File: src/rtl/mu0_pkg.sv
// MU0 shared encodings: opcodes, ALU functions, mux selects, FSM states
// and the control vector the decoder produces.
package mu0_pkg;

    localparam logic [3:0] OP_LDA = 4'd0;
    localparam logic [3:0] OP_STA = 4'd1;
    localparam logic [3:0] OP_ADD = 4'd2;
    localparam logic [3:0] OP_SUB = 4'd3;
    localparam logic [3:0] OP_JMP = 4'd4;
    localparam logic [3:0] OP_JGE = 4'd5;
    localparam logic [3:0] OP_JNE = 4'd6;
    localparam logic [3:0] OP_STP = 4'd7;

    localparam logic [1:0] FS_Y   = 2'b00;
    localparam logic [1:0] FS_ADD = 2'b01;
    localparam logic [1:0] FS_INC = 2'b10;
    localparam logic [1:0] FS_SUB = 2'b11;

    localparam logic X_ACC   = 1'b0;
    localparam logic X_PC    = 1'b1;
    localparam logic Y_MEM   = 1'b0;
    localparam logic Y_IR    = 1'b1;
    localparam logic ADDR_PC = 1'b0;
    localparam logic ADDR_IR = 1'b1;

    typedef enum logic [1:0] {
        ST_FETCH = 2'd0,
        ST_EXEC  = 2'd1,
        ST_HALT  = 2'd2
    } state_t;

    typedef struct packed {
        logic       x_sel;
        logic       y_sel;
        logic       addr_sel;
        logic       pc_en;
        logic       ir_en;
        logic       acc_en;
        logic [1:0] alu_fs;
        logic       mem_rd;
        logic       mem_wr;
        logic       halted;
    } ctrl_t;

    localparam ctrl_t CTRL_IDLE = '0;

endpackage

File: src/rtl/mu0_control_if.sv
// Control bus between the MU0 controller and its datapath.
// MU0_MEM_WAIT_EN adds the Mem_ready handshake from memory.
interface mu0_control_if;
    logic [3:0] F;
    logic       N;
    logic       Z;
    logic       X_sel;
    logic       Y_sel;
    logic       Addr_sel;
    logic       PC_En;
    logic       IR_En;
    logic       Acc_En;
    logic [1:0] ALU_fs;
    logic       Mem_rd;
    logic       Mem_wr;
    logic       Halted;
`ifdef MU0_MEM_WAIT_EN
    logic       Mem_ready;
`endif

    // controller side
    modport master (
        input  F, N, Z,
`ifdef MU0_MEM_WAIT_EN
        input  Mem_ready,
`endif
        output X_sel, Y_sel, Addr_sel, PC_En, IR_En, Acc_En,
        output ALU_fs, Mem_rd, Mem_wr, Halted
    );

    // datapath side
    modport slave (
        output F, N, Z,
`ifdef MU0_MEM_WAIT_EN
        output Mem_ready,
`endif
        input  X_sel, Y_sel, Addr_sel, PC_En, IR_En, Acc_En,
        input  ALU_fs, Mem_rd, Mem_wr, Halted
    );
endinterface

File: src/rtl/mu0_decode.sv
// Purely combinational MU0 decoder: (state, opcode, flags) -> control vector.
module mu0_decode
    import mu0_pkg::*;
(
    input  state_t     state,
    input  logic [3:0] f,
    input  logic       n,
    input  logic       z,
    output ctrl_t      ctrl
);

    // Decode one control vector per cycle; anything not set stays 0.
    always_comb begin
        ctrl = CTRL_IDLE;
        unique case (state)
            ST_FETCH: begin
                ctrl.addr_sel = ADDR_PC;
                ctrl.mem_rd   = 1'b1;
                ctrl.ir_en    = 1'b1;
                ctrl.x_sel    = X_PC;
                ctrl.alu_fs   = FS_INC;
                ctrl.pc_en    = 1'b1;
            end
            ST_EXEC: begin
                // Conditional jumps fall back to an all-idle vector when not taken.
                if (f == OP_JMP || (f == OP_JGE && !n) || (f == OP_JNE && !z)) begin
                    ctrl.y_sel  = Y_IR;
                    ctrl.alu_fs = FS_Y;
                    ctrl.pc_en  = 1'b1;
                end else if (f == OP_LDA) begin
                    ctrl.addr_sel = ADDR_IR;
                    ctrl.mem_rd   = 1'b1;
                    ctrl.y_sel    = Y_MEM;
                    ctrl.alu_fs   = FS_Y;
                    ctrl.acc_en   = 1'b1;
                end else if (f == OP_STA) begin
                    ctrl.addr_sel = ADDR_IR;
                    ctrl.mem_wr   = 1'b1;
                end else if (f == OP_ADD || f == OP_SUB) begin
                    ctrl.addr_sel = ADDR_IR;
                    ctrl.mem_rd   = 1'b1;
                    ctrl.x_sel    = X_ACC;
                    ctrl.y_sel    = Y_MEM;
                    ctrl.alu_fs   = (f == OP_ADD) ? FS_ADD : FS_SUB;
                    ctrl.acc_en   = 1'b1;
                end
            end
            ST_HALT: ctrl.halted = 1'b1;
            default: ctrl = CTRL_IDLE;
        endcase
    end

endmodule

File: src/rtl/mu0_control.sv
// MU0 fetch/execute controller: state register, next-state logic,
// reset gating of the control vector and optional memory wait states.
// Optional feature macro: MU0_MEM_WAIT_EN (adds Mem_ready stalls).
module mu0_control
    import mu0_pkg::*;
(
    input  logic          Clk,
    input  logic          nReset,
    mu0_control_if.master bus
);

    state_t state, state_nxt;
    ctrl_t  dec, ctrl;
    logic   stall;

    mu0_decode u_decode (
        .state (state),
        .f     (bus.F),
        .n     (bus.N),
        .z     (bus.Z),
        .ctrl  (dec)
    );

`ifdef MU0_MEM_WAIT_EN
    // A memory access that memory has not acknowledged holds the current state.
    assign stall = (dec.mem_rd | dec.mem_wr) & ~bus.Mem_ready;
`else
    assign stall = 1'b0;
`endif

    // Next state: FETCH->EXEC->FETCH, STP parks in HALT until reset.
    always_comb begin
        state_nxt = state;
        if (!stall) begin
            unique case (state)
                ST_FETCH: state_nxt = ST_EXEC;
                ST_EXEC:  state_nxt = (bus.F == OP_STP) ? ST_HALT : ST_FETCH;
                ST_HALT:  state_nxt = ST_HALT;
                default:  state_nxt = ST_FETCH;
            endcase
        end
    end

    // Output gating: stalls drop register enables, reset blanks everything at once.
    always_comb begin
        ctrl = dec;
        if (stall) begin
            ctrl.pc_en  = 1'b0;
            ctrl.ir_en  = 1'b0;
            ctrl.acc_en = 1'b0;
        end
        if (!nReset) ctrl = CTRL_IDLE;
    end

    // State register, asynchronously forced to FETCH.
    always_ff @(posedge Clk or negedge nReset) begin
        if (!nReset) state <= ST_FETCH;
        else         state <= state_nxt;
    end

    assign bus.X_sel    = ctrl.x_sel;
    assign bus.Y_sel    = ctrl.y_sel;
    assign bus.Addr_sel = ctrl.addr_sel;
    assign bus.PC_En    = ctrl.pc_en;
    assign bus.IR_En    = ctrl.ir_en;
    assign bus.Acc_En   = ctrl.acc_en;
    assign bus.ALU_fs   = ctrl.alu_fs;
    assign bus.Mem_rd   = ctrl.mem_rd;
    assign bus.Mem_wr   = ctrl.mem_wr;
    assign bus.Halted   = ctrl.halted;

endmodule
File: src/flat_wrapper.sv
// flat-port wrapper written by rule: the top's interface ports become plain ports
module mu0_control_flat import mu0_pkg::*;
  (Clk, nReset, bus_F, bus_N, bus_Z, bus_X_sel, bus_Y_sel, bus_Addr_sel, bus_PC_En, bus_IR_En, bus_Acc_En, bus_ALU_fs, bus_Mem_rd, bus_Mem_wr, bus_Halted);
  mu0_control_if bus_i ();
  input  logic Clk;
  input  logic nReset;
  input wire logic [$bits(bus_i.F)-1:0] bus_F;
  input wire logic [$bits(bus_i.N)-1:0] bus_N;
  input wire logic [$bits(bus_i.Z)-1:0] bus_Z;
  output wire logic [$bits(bus_i.X_sel)-1:0] bus_X_sel;
  output wire logic [$bits(bus_i.Y_sel)-1:0] bus_Y_sel;
  output wire logic [$bits(bus_i.Addr_sel)-1:0] bus_Addr_sel;
  output wire logic [$bits(bus_i.PC_En)-1:0] bus_PC_En;
  output wire logic [$bits(bus_i.IR_En)-1:0] bus_IR_En;
  output wire logic [$bits(bus_i.Acc_En)-1:0] bus_Acc_En;
  output wire logic [$bits(bus_i.ALU_fs)-1:0] bus_ALU_fs;
  output wire logic [$bits(bus_i.Mem_rd)-1:0] bus_Mem_rd;
  output wire logic [$bits(bus_i.Mem_wr)-1:0] bus_Mem_wr;
  output wire logic [$bits(bus_i.Halted)-1:0] bus_Halted;
  assign bus_i.F = bus_F;
  assign bus_i.N = bus_N;
  assign bus_i.Z = bus_Z;
  assign bus_X_sel = bus_i.X_sel;
  assign bus_Y_sel = bus_i.Y_sel;
  assign bus_Addr_sel = bus_i.Addr_sel;
  assign bus_PC_En = bus_i.PC_En;
  assign bus_IR_En = bus_i.IR_En;
  assign bus_Acc_En = bus_i.Acc_En;
  assign bus_ALU_fs = bus_i.ALU_fs;
  assign bus_Mem_rd = bus_i.Mem_rd;
  assign bus_Mem_wr = bus_i.Mem_wr;
  assign bus_Halted = bus_i.Halted;
  mu0_control u_core (.Clk(Clk), .nReset(nReset), .bus(bus_i));
endmodule
File: config.mk
export PLATFORM = sky130hd
export DESIGN_NAME = mu0_control_flat
export DESIGN_NICKNAME = d
export VERILOG_FILES = /design/src/rtl/mu0_pkg.sv /design/src/rtl/mu0_control_if.sv /design/src/rtl/mu0_decode.sv /design/src/rtl/mu0_control.sv /design/src/flat_wrapper.sv
export SDC_FILE = /design/constraint.sdc
export NUM_CORES = 1
export LEC_CHECK = 0
export ABC_CLOCK_PERIOD_IN_PS = 1500
export BUFFER_PORTS_ARGS = -buffer_cell sky130_fd_sc_hd__buf_4
export CORE_AREA = 3 3 40 42
export DETAILED_ROUTE_END_ITERATION = 10
export DIE_AREA = 0 0 43 45
export PLACE_DENSITY = 0.43
export SLEW_MARGIN = 25
export SYNTH_ARGS = -nofsm -noshare
export SYNTH_HDL_FRONTEND = slang
export SYNTH_SLANG_ARGS = --single-unit
File: constraint.sdc
create_clock -name Clk -period 1.5 [get_ports Clk]
set_input_delay 0.3 -clock Clk [delete_from_list [all_inputs] [get_ports Clk]]
set_output_delay 0.3 -clock Clk [all_outputs]
set_load 0.02 [all_outputs]
==> flow_summary.toml <==
[hold_path]
hold_path.startpoint = "bus_F[1]"
hold-path-cell-count = 3
timing.hold.worst.class = "in2reg"

[power_and_ir_drop]
irDropWorstVdd_mv = 0.161
cellLeakagePower_nw = 0.235
p_per_area_mw_per_mm2 = 482

[setup_path]
worst_ep_arrival_time_ns = 1.38
crit_start = "u_core.state[1]"
required_ns = 1.20
critPathMaxFanout = 2
kind_of_launch_point_of_the_worst_setup_path = "register"
end_kind = "output port"
timing.reg2reg.worst_path_depth = 3
register_to_register_setup_slack_ns = 0.64
timing.rr.start = "u_core.state[0]"
timing.setup.critical_path_class = "reg2out"

[floorplan]
die_area_mm2 = 0.00194
top_level_ports = 19
core_area_mm2 = 0.00128
die_w_um = 43
fp.dieH_um = 45
placementRows = 13
start_util_pct = 15.2

[cts]
htree_levels = 1
clock_tree_from_tritoncts = "done"
numCtsBuffers = 3
cts.sinks = 2
max-clock-path-buffers = 2
clkLatencyLatePin_ns = 0.22
path_clk_slew_ns = 0.03
clock-root-buffer = "sky130_fd_sc_hd__clkbuf_4"

[yosys]
netlist_area_um2 = 195
synth.ff_latch_count = 2
post_synth_inst_count = 31
ys_seq_area_share_pct = 25.6
synthesis.nets = 39
synth_cell_types = 16
synth.yosys.warnings = 0
post_synth.cell_area_avg_um2 = 6.30

[global_routing]
number_of_global_route_vias_before_repair = 274
grt_remaining_overflow = 0
track_usage_pct = 8.23
grt_pass1_wl_um = 1090
antenna_found_initial = 0
grt_start_max_net_pins = 9

[routing]
avgRoutedWirePerCell_um = 10.2
drt_pre_antenna_iters = 3
top_layer = "met3"
route.layer.met1.wl_um = 307
detailroute.via_count = 291
routed-wl-met3_um = 50
drt_drc_violations_left = 0
final_antenna_net_count = 0
detailroute.wirelength.met2_um = 353
vias_per_cell = 4.16
wirelength_um = 711
detailed_router_s_first_iteration_violation_count = 8

[sta]
slew_headroom_pct = 85.9
fin_crit_sh_pct = 112
report.final.hold_viol_count = 0
final-max-slew-violation-count = 0
rsz0062_at_grt = "yes"
layout_min_cycle_time_ns = 1.68
final-setup-viol-count = 6
clock_tree_skew_after_final_layout_ns = 0.00239
layout_setup_ws_ns = -0.183
worst-slew-pin-transition_ns = 0.211
fmax_mhz = 594

[finish]
finalNetCount = 65
fill_cells = 157
layout.cells.non_filler = 70
top_regs = "u_core.state: 2 flops"
largest_register_ffs = 2
drive_above_1_share_pct = 54.5
final_core_utilization_pct = 34.3
area_growth_pct = 126
antenna_cells = 0
largest_register = "u_core.state"

[place]
io_buffers = 18
placed_cells_incl_taps = 64
place_hpwl_um = 532
gp_routability_congestion = 0.644
detailedPlace.worstSlack_ns = 0.0251

[run_status]
run_status = "complete, but fails checks"
violated_checks = "setup timing"

[flow_run]
maxCapViolCount = 0
[logic make-up (layout without fill, tap and decap cells)]
family | after synthesis | after routing | synth area share (%)
AND/OR/NAND/NOR | 17 | 17 | 43.6
AO/OA/AOI/OAI | 7 | 7 | 18.6
buffers and inverters | 5 | 29 | 12.2
flip-flops | 2 | 2 | 25.6
[worst max-delay path, stage by stage, from the launching register on]
cell and delay (ns):
sky130_fd_sc_hd__dfrtp_1 0.37, sky130_fd_sc_hd__nand3b_1 0.18, sky130_fd_sc_hd__or3_1 0.34, sky130_fd_sc_hd__a21oi_2 0.14, sky130_fd_sc_hd__buf_6 0.13
[power by group]
group / switching, mW / internal, mW / leakage (nW)
combinational: 0.0177 / 0.0200 / 0.199
sequential: 0 / 0.0544 / 0.0227
clock: 0.0316 / 0.0884 / 0.0138
total: 0.0494 / 0.163 / 0.235
[per-layer routing]
layer  up-vias  track usage (%)
li1        153                -
met1       127             9.35
met2        11             10.5
met3         0             2.79
met4         0             10.8
met5         -                0
[layout by cell type (no fill, tap or decap), types with 2 or more instances in the layout]
cell type	count
sky130_fd_sc_hd__inv_1	2
sky130_fd_sc_hd__a21oi_1	4
sky130_fd_sc_hd__dfrtp_1	2
sky130_fd_sc_hd__buf_4	19
sky130_fd_sc_hd__nor2_1	6
sky130_fd_sc_hd__clkbuf_4	3
sky130_fd_sc_hd__nand2_1	2
sky130_fd_sc_hd__buf_6	3
[through the flow]
stage                     TNS [ns]  area [um2]  power, mW  hold WS [ns]
final                       -0.435         440      0.212         0.421
after detailed placement         0         355     0.0883        0.0962
after floorplan                  0         199     0.0661       0.00441
after global placement           0         355     0.0889        0.0972
after global routing         -1.38         440      0.235         0.411
after CTS                   -0.581         408      0.216         0.399
[path summary, 6_finish.rpt]
path / endpoint
worst min register to register: u_core.state[0]
worst max register to register: u_core.state[1]
worst min-delay path: u_core.state[1]
min in group asynchronous: u_core.state[0]
max in group asynchronous: u_core.state[1]
worst max-delay path: bus_ALU_fs[1]
[synthesized netlist by cell type]
master / count / share of area [%]
sky130_fd_sc_hd__buf_4: 1 / 3.8
sky130_fd_sc_hd__inv_1: 3 / 5.8
sky130_fd_sc_hd__buf_2: 1 / 2.6
sky130_fd_sc_hd__nor2b_1: 1 / 3.2
sky130_fd_sc_hd__a21oi_1: 5 / 13
sky130_fd_sc_hd__nand3b_1: 1 / 3.8
sky130_fd_sc_hd__nand4_1: 1 / 3.2
sky130_fd_sc_hd__nor3b_1: 1 / 3.8
sky130_fd_sc_hd__nor3_1: 2 / 5.1
sky130_fd_sc_hd__o21ai_0: 1 / 2.6
sky130_fd_sc_hd__or3_1: 1 / 3.2
sky130_fd_sc_hd__nor2_1: 6 / 12
sky130_fd_sc_hd__or2b_1: 1 / 3.8
sky130_fd_sc_hd__nand2_1: 3 / 5.8
sky130_fd_sc_hd__dfrtp_1: 2 / 26
sky130_fd_sc_hd__o22ai_1: 1 / 3.2
[what timing repair did]
item                       4_1_cts  5_1_grt
hold buffers                     1        0
setup buffers                    2        0
gates resized for setup          3        7
hold endpoints to repair         2        0
setup endpoints to repair        9       11
gates cloned                     0        0
pin swaps                        3        3
[cell type report]
cell class                 count  area, um2  area share, %
multi-input combinational     24        149           33.8
timing repair buffer          23        186           42.3
tap                           15       18.8           4.26
clock buffer                   3       22.5           5.11
inverter                       3       13.8           3.13
sequential                     2       50.0           11.4
No activity file was read; power rests on OpenSTA's default activity.
